<file path="config.mk">
export PLATFORM = sky130hd
export DESIGN_NAME = fp16_mul_sched
export DESIGN_NICKNAME = d
export VERILOG_FILES = /design/src/rtl/fp16_mul_pkg.sv /design/src/rtl/fp16_mul_sched_rr_arbiter.sv /design/src/rtl/fp16_mul_sched.sv
export SDC_FILE = /design/constraint.sdc
export NUM_CORES = 1
export LEC_CHECK = 0
export ABC_AREA = 1
export CAP_MARGIN = 20
export CORE_MARGIN = 2
export CORE_UTILIZATION = 44
export CTS_CLUSTER_SIZE = 28
export DETAILED_ROUTE_END_ITERATION = 16
export GPL_ROUTABILITY_DRIVEN = 0
export PLACE_DENSITY = 0.83
export SYNTH_ARGS = -nofsm -noshare
export SYNTH_HDL_FRONTEND = slang
export SYNTH_SLANG_ARGS = --single-unit
export TNS_END_PERCENT = 1
</file>
<file path="constraint.sdc">
create_clock -name clk -period 2.6 [get_ports clk]
set_input_delay 0.52 -clock clk [delete_from_list [all_inputs] [get_ports clk]]
set_output_delay 0.52 -clock clk [all_outputs]
set_load 0.05 [all_outputs]
</file>
<file path="src/rtl/fp16_mul_pkg.sv">
// Shared types and constants for the fp16 multiplier scheduler.
package fp16_mul_pkg;

  localparam int FP16_W = 16;
  localparam logic [FP16_W-1:0] FP16_QNAN = 16'h7E00;

  typedef enum logic [1:0] {
    IDLE,
    ISSUE,
    WAIT,
    RESPOND
  } sched_state_t;

endpackage

</file>
<file path="src/rtl/fp16_mul_sched_rr_arbiter.sv">
// Combinational round-robin arbiter: first set request at or above ptr, with wrap.
module rr_arbiter #(
  parameter  int N  = 4,
  localparam int IW = (N > 1) ? $clog2(N) : 1
) (
  input  logic [N-1:0]  req,
  input  logic [IW-1:0] ptr,
  output logic [N-1:0]  grant,
  output logic [IW-1:0] grant_idx,
  output logic          any
);

  localparam int unsigned NU = N;

  always_comb begin
    int unsigned j;
    grant     = '0;
    grant_idx = '0;
    any       = 1'b0;
    for (int unsigned k = 0; k < NU; k++) begin
      j = 32'(ptr) + k;
      if (j >= NU) j = j - NU;
      if (!any && req[IW'(j)]) begin
        any              = 1'b1;
        grant[IW'(j)]    = 1'b1;
        grant_idx        = IW'(j);
      end
    end
  end

endmodule

</file>
<file path="src/rtl/fp16_mul_sched.sv">
// Round-robin scheduler sharing one fp16 multiplier between NUM_REQ requesters,
// with a watchdog that substitutes a qNaN response when mul_done never arrives.
module fp16_mul_sched
  import fp16_mul_pkg::*;
#(
  parameter  int NUM_REQ = 4,
  parameter  int TIMEOUT = 15,
  localparam int ID_W    = $clog2(NUM_REQ)
) (
  input  logic                      clk,
  input  logic                      rst,
  input  logic [NUM_REQ-1:0]        req_valid,
  output logic [NUM_REQ-1:0]        req_ready,
  input  logic [FP16_W*NUM_REQ-1:0] req_a,
  input  logic [FP16_W*NUM_REQ-1:0] req_b,
  output logic                      mul_start,
  output logic [FP16_W-1:0]         mul_a,
  output logic [FP16_W-1:0]         mul_b,
  input  logic                      mul_done,
  input  logic [FP16_W-1:0]         mul_result,
  output logic                      resp_valid,
  input  logic                      resp_ready,
  output logic [ID_W-1:0]           resp_id,
  output logic [FP16_W-1:0]         resp_data,
  output logic                      resp_timeout,
  output logic                      busy
);

  localparam int CNT_W = $clog2(TIMEOUT + 1);

  sched_state_t        state_q, state_d;
  logic [ID_W-1:0]     rr_ptr;
  logic [CNT_W-1:0]    cnt;
  logic [FP16_W-1:0]   a_q, b_q, res_q;
  logic [ID_W-1:0]     id_q;
  logic                tmo_q;

  logic [NUM_REQ-1:0]  arb_grant;
  logic [ID_W-1:0]     arb_idx;
  logic                arb_any;
  logic                wd_expired;

  rr_arbiter #(.N(NUM_REQ)) u_arb (
    .req       (req_valid),
    .ptr       (rr_ptr),
    .grant     (arb_grant),
    .grant_idx (arb_idx),
    .any       (arb_any)
  );

  assign wd_expired = (cnt == CNT_W'(TIMEOUT - 1));

  always_comb begin
    state_d      = state_q;
    req_ready    = '0;
    mul_start    = 1'b0;
    mul_a        = '0;
    mul_b        = '0;
    resp_valid   = 1'b0;
    resp_id      = '0;
    resp_data    = '0;
    resp_timeout = 1'b0;
    busy         = (state_q != IDLE);
    case (state_q)
      IDLE: begin
        if (arb_any) begin
          req_ready = arb_grant;
          state_d   = ISSUE;
        end
      end
      ISSUE: begin
        mul_start = 1'b1;
        mul_a     = a_q;
        mul_b     = b_q;
        state_d   = WAIT;
      end
      WAIT: begin
        mul_a = a_q;
        mul_b = b_q;
        if (mul_done || wd_expired) state_d = RESPOND;
      end
      RESPOND: begin
        resp_valid   = 1'b1;
        resp_id      = id_q;
        resp_data    = res_q;
        resp_timeout = tmo_q;
        if (resp_ready) state_d = IDLE;
      end
      default: state_d = IDLE;
    endcase
  end

  always_ff @(posedge clk) begin
    if (rst) begin
      state_q <= IDLE;
      rr_ptr  <= '0;
      cnt     <= '0;
      a_q     <= '0;
      b_q     <= '0;
      res_q   <= '0;
      id_q    <= '0;
      tmo_q   <= 1'b0;
    end else begin
      state_q <= state_d;
      case (state_q)
        IDLE: begin
          if (arb_any) begin
            a_q  <= req_a[FP16_W*arb_idx +: FP16_W];
            b_q  <= req_b[FP16_W*arb_idx +: FP16_W];
            id_q <= arb_idx;
          end
        end
        ISSUE: cnt <= '0;
        WAIT: begin
          // a done arriving on the last watchdog cycle still wins over the timeout
          if (mul_done) begin
            res_q <= mul_result;
            tmo_q <= 1'b0;
          end else if (wd_expired) begin
            res_q <= FP16_QNAN;
            tmo_q <= 1'b1;
          end else begin
            cnt <= cnt + 1'b1;
          end
        end
        RESPOND: begin
          if (resp_ready)
            rr_ptr <= (id_q == ID_W'(NUM_REQ - 1)) ? '0 : id_q + 1'b1;
        end
        default: ;
      endcase
    end
  end

endmodule

</file>
==> metrics.txt <==
# TYPE chip_impl_metric gauge
chip_impl_info{name="synth_flop_cell",value="sky130_fd_sc_hd__dfxtp_1"} 1
chip_impl_info{name="hold_path_class",value="reg -> reg"} 1
chip_impl_metric{name="routedWlPerCell",unit="um"} 12.3
chip_impl_info{name="path_class",value="reg -> out"} 1
chip_impl_metric{name="number_of_global_route_vias_before_repair",unit=""} 5294
chip_impl_info{name="min-delay-start",value="res_q[14]"} 1
chip_impl_metric{name="cts_num_sinks",unit=""} 59
chip_impl_info{name="worst_reg2reg_path_startpoint",value="rr_ptr[0]"} 1
chip_impl_metric{name="grt_overflow_total",unit=""} 0
chip_impl_metric{name="post-layout-total-power",unit="mW"} 7.80
chip_impl_metric{name="die_area",unit="mm^2"} 0.0119
chip_impl_metric{name="synth_enable_flop_cells",unit=""} 0
chip_impl_metric{name="hpwl_dp",unit="mm"} 11.0
chip_impl_metric{name="rows",unit=""} 38
chip_impl_metric{name="portBuffers",unit=""} 209
chip_impl_metric{name="wirelength_routed",unit="mm"} 15.2
chip_impl_metric{name="power.density",unit="mW/mm^2"} 991
chip_impl_metric{name="floorplan_core_area",unit="mm^2"} 0.0108
chip_impl_metric{name="worstMarginPinSlew",unit="ps"} 741
chip_impl_metric{name="maxClockFrequency",unit="GHz"} 0.392
chip_impl_metric{name="grt_antenna_before_repair",unit=""} 0
chip_impl_metric{name="slew_viol_final",unit=""} 0
chip_impl_metric{name="clk_latency",unit="ps"} 330
chip_impl_metric{name="initial_utilization",unit=""} 0.450
chip_impl_metric{name="number_of_nets_in_the_layout",unit=""} 1256
chip_impl_metric{name="use_met1",unit=""} 0.289
chip_impl_metric{name="die_x",unit="um"} 109
chip_impl_metric{name="timing.hold.worst_path_depth",unit=""} 2
chip_impl_metric{name="synth-seq-area-share",unit=""} 0.243
chip_impl_info{name="worst_setup_path_end_kind",value="output pin"} 1
chip_impl_metric{name="grt_start_max_net_pins",unit=""} 37
chip_impl_metric{name="drt_pre_antenna_iters",unit=""} 5
chip_impl_metric{name="max_slew_margin",unit=""} 0.506
chip_impl_metric{name="combined_area_of_all_synthesized_cells",unit="mm^2"} 0.00486
chip_impl_metric{name="cts-htree-levels",unit=""} 3
chip_impl_metric{name="chipHeight",unit="um"} 109
chip_impl_info{name="busiest_layer",value="met2"} 1
chip_impl_metric{name="skew",unit="ps"} 7.49
chip_impl_metric{name="timing.critical_path.fanout_max",unit=""} 4
chip_impl_metric{name="rrSetupSlack",unit="ps"} 160
chip_impl_metric{name="vias",unit=""} 5791
chip_impl_metric{name="num_antenna_cells",unit=""} 0
chip_impl_metric{name="synth.avg_cell_area",unit="um^2"} 5.52
chip_impl_metric{name="synth_cells",unit=""} 879
chip_impl_info{name="timing.critical_path.from_type",value="register"} 1
chip_impl_metric{name="cap_viol_max_count",unit=""} 0
chip_impl_metric{name="global_route.usage.met2",unit=""} 0.442
chip_impl_metric{name="syn_to_final_growth",unit="%"} 62.1
chip_impl_metric{name="ys_ff_latch",unit=""} 59
chip_impl_metric{name="asyncSetResetFlopFracSynth",unit=""} 0
chip_impl_metric{name="vias_per_cell",unit=""} 4.69
chip_impl_metric{name="timing.critical_path.required",unit="ps"} 2080
chip_impl_metric{name="drt_iter0_drc",unit=""} 328
chip_impl_info{name="worst_hold_path.endpoint",value="res_q[14]"} 1
chip_impl_metric{name="hold_viol_final",unit=""} 0
chip_impl_metric{name="grt_usage",unit=""} 0.251
chip_impl_metric{name="final_cell_area",unit="mm^2"} 0.00787
chip_impl_metric{name="yosys_warnings",unit=""} 0
chip_impl_metric{name="min_period",unit="ps"} 2550
chip_impl_metric{name="number_of_endpoints_failing_setup_at_the_final_stage",unit=""} 0
chip_impl_metric{name="drc_errors",unit=""} 0
chip_impl_metric{name="worst_hold_slack",unit="ps"} 452
chip_impl_metric{name="netlist-cell-type-count",unit=""} 29
chip_impl_info{name="r2r_end",value="b_q[9]"} 1
chip_impl_metric{name="clk_pin_slew",unit="ps"} 70
chip_impl_metric{name="grt_pass1_wl",unit="mm"} 24.0
chip_impl_metric{name="critPathArrivalTime",unit="ps"} 2030
chip_impl_metric{name="utilization",unit=""} 0.729
chip_impl_metric{name="static-leakage-power",unit="nW"} 4.49
chip_impl_metric{name="final_layout_size_suffix_gt1_frac",unit=""} 0.136
chip_impl_metric{name="numCtsBuffers",unit=""} 9
chip_impl_metric{name="vdd_ir_drop_max",unit="uV"} 582
chip_impl_info{name="cts_root_buffer",value="sky130_fd_sc_hd__clkbuf_8"} 1
chip_impl_metric{name="reg2reg_depth",unit=""} 18
chip_impl_info{name="outcome",value="complete, no violations"} 1
chip_impl_metric{name="grtUsageMet3",unit=""} 0.0789
chip_impl_info{name="cts_tree",value="done"} 1
chip_impl_metric{name="placed_cell_area",unit="mm^2"} 0.00746
chip_impl_metric{name="postSynthNetCount",unit=""} 1046
chip_impl_metric{name="ctsLongestPathBuffers",unit=""} 2
chip_impl_info{name="rsz_0062_raised_after_global_routing",value="yes"} 1
chip_impl_metric{name="io_pins",unit=""} 210
chip_impl_metric{name="ant_nets",unit=""} 0
chip_impl_metric{name="final.period_utilization",unit=""} 0.981
-- worst max path at each step --
stage / startpoint / end / slack [ps]
2_1_floorplan: rr_ptr[0] / req_ready[0] / 20
3_3_place_gp: req_valid[3] / a_q[7] / -40
3_5_place_dp: req_valid[2] / b_q[9] / -160
4_1_cts: rr_ptr[0] / req_ready[1] / 10
5_1_grt: rr_ptr[0] / req_ready[1] / -50
6_report: rr_ptr[0] / req_ready[0] / 50
-- kinds of logic after synthesis --
logic type / Yosys count / share of synthesized area
AOI/OAI and AO/OA: 52 / 0.0608
adders and majority gates: 15 / 0.0386
DFF: 59 / 0.243
and+or+nand+nor: 455 / 0.407
buffers and inverters: 298 / 0.250
-- state kept, by name, summed over array words and instances, names as in the netlist --
signal   cells
a_q         16
b_q         16
res_q       16
cnt          4
id_q         2
rr_ptr       2
state_q      2
tmo_q        1
-- synthesized netlist by cell type (2+ instances only) --
cell type	count	area, um^2
sky130_fd_sc_hd__a21oi_1	27	135
sky130_fd_sc_hd__a221oi_1	2	17.5
sky130_fd_sc_hd__buf_2	16	80.1
sky130_fd_sc_hd__buf_4	8	60.1
sky130_fd_sc_hd__buf_6	6	67.6
sky130_fd_sc_hd__clkbuf_1	18	67.6
sky130_fd_sc_hd__dfxtp_1	59	1180
sky130_fd_sc_hd__ha_1	15	188
sky130_fd_sc_hd__inv_1	244	916
sky130_fd_sc_hd__inv_2	5	18.8
sky130_fd_sc_hd__nand2_1	196	736
sky130_fd_sc_hd__nand2_2	7	43.8
sky130_fd_sc_hd__nand3_1	170	851
sky130_fd_sc_hd__nand4_1	3	18.8
sky130_fd_sc_hd__nor2_1	72	270
sky130_fd_sc_hd__nor3_1	2	10.0
sky130_fd_sc_hd__o2111ai_1	2	17.5
sky130_fd_sc_hd__o211ai_1	3	22.5
sky130_fd_sc_hd__o21ai_0	14	70.1
-- power by group --
| part | total [mW] | leakage [nW] | switching, mW | internal [mW] |
|---|---|---|---|---|
| sequential | 1.40 | 0.487 | 0.165 | 1.24 |
| combinational | 5.31 | 3.87 | 3.11 | 2.19 |
| clock | 1.09 | 0.133 | 0.372 | 0.714 |
| total | 7.80 | 4.49 | 3.65 | 4.15 |
-- placed cells by master, fill, tap and decap left out, types with 2 or more instances in the layout --
master                            netlist  layout
sky130_fd_sc_hd__a21oi_1               27      27
sky130_fd_sc_hd__o21ai_0               14      12
sky130_fd_sc_hd__buf_4                  8      48
sky130_fd_sc_hd__buf_12                 0      43
sky130_fd_sc_hd__clkdlybuf4s50_1        0     147
sky130_fd_sc_hd__dfxtp_2                0       2
sky130_fd_sc_hd__nor2_1                72      71
sky130_fd_sc_hd__ha_1                  15      14
sky130_fd_sc_hd__o2111ai_2              0       2
sky130_fd_sc_hd__nand2_1              196     191
sky130_fd_sc_hd__nand2_2                7      11
sky130_fd_sc_hd__nand3_1              170     168
sky130_fd_sc_hd__nand4_1                3       3
sky130_fd_sc_hd__nor2_2                 1       2
sky130_fd_sc_hd__inv_4                  1       2
sky130_fd_sc_hd__nand3_2                1       3
sky130_fd_sc_hd__dfxtp_1               59      57
sky130_fd_sc_hd__bufinv_16              0       3
sky130_fd_sc_hd__o21ai_1                0       2
sky130_fd_sc_hd__nor3_1                 2       2
sky130_fd_sc_hd__clkbuf_8               0      12
sky130_fd_sc_hd__inv_1                244     240
sky130_fd_sc_hd__inv_2                  5       7
sky130_fd_sc_hd__o211ai_1               3       3
sky130_fd_sc_hd__buf_6                  6       2
sky130_fd_sc_hd__dlygate4sd2_1          0       4
sky130_fd_sc_hd__nand2_4                1       2
-- stage by stage --
stage | setup TNS (ps) | cells | setup WS (ps)
2_1_floorplan | 0 | 879 | 22.3
4_1_cts | 0 | 1231 | 11.7
5_1_grt | -141 | 1234 | -50.4
3_3_place_gp | -880 | 1209 | -42.9
3_5_place_dp | -3640 | 1209 | -157
6_report | 0 | 1234 | 50.6
-- worst max-delay path: stages, from the launching register on --
cell                       delay (ps)
sky130_fd_sc_hd__dfxtp_2          340
sky130_fd_sc_hd__inv_2             60
sky130_fd_sc_hd__ha_4             310
sky130_fd_sc_hd__nand3_2          120
sky130_fd_sc_hd__nand2_4          110
sky130_fd_sc_hd__inv_2             40
sky130_fd_sc_hd__nand2_2           90
sky130_fd_sc_hd__nor2_1            50
sky130_fd_sc_hd__a221oi_1         200
sky130_fd_sc_hd__o21ai_1          100
sky130_fd_sc_hd__nand2_1           70
sky130_fd_sc_hd__inv_1             70
sky130_fd_sc_hd__buf_12           150
-- cell type report --
class	instances	area [um^2]
well taps	140	175
clock inverters	4	95.1
multi-input cells	522	2520
repair buffers	247	2780
inverters	250	948
fillers	902	2920
clock buffers	12	165
flip-flops and latches	59	1180
-- what timing repair did --
item,4_1_cts,5_1_grt
pin swaps,6,3
hold buffers,0,0
buffers inserted,6,3
cloned,0,0
gates resized for setup,16,17
endpoints found under the setup margin,4,37
-- per-layer routing --
metal	wire length, um	up-vias
met1	5930	2531
li1	-	3021
met4	303	0
met5	0	-
met2	7520	217
met3	1410	22
No activity file was read; power rests on OpenSTA's default activity.
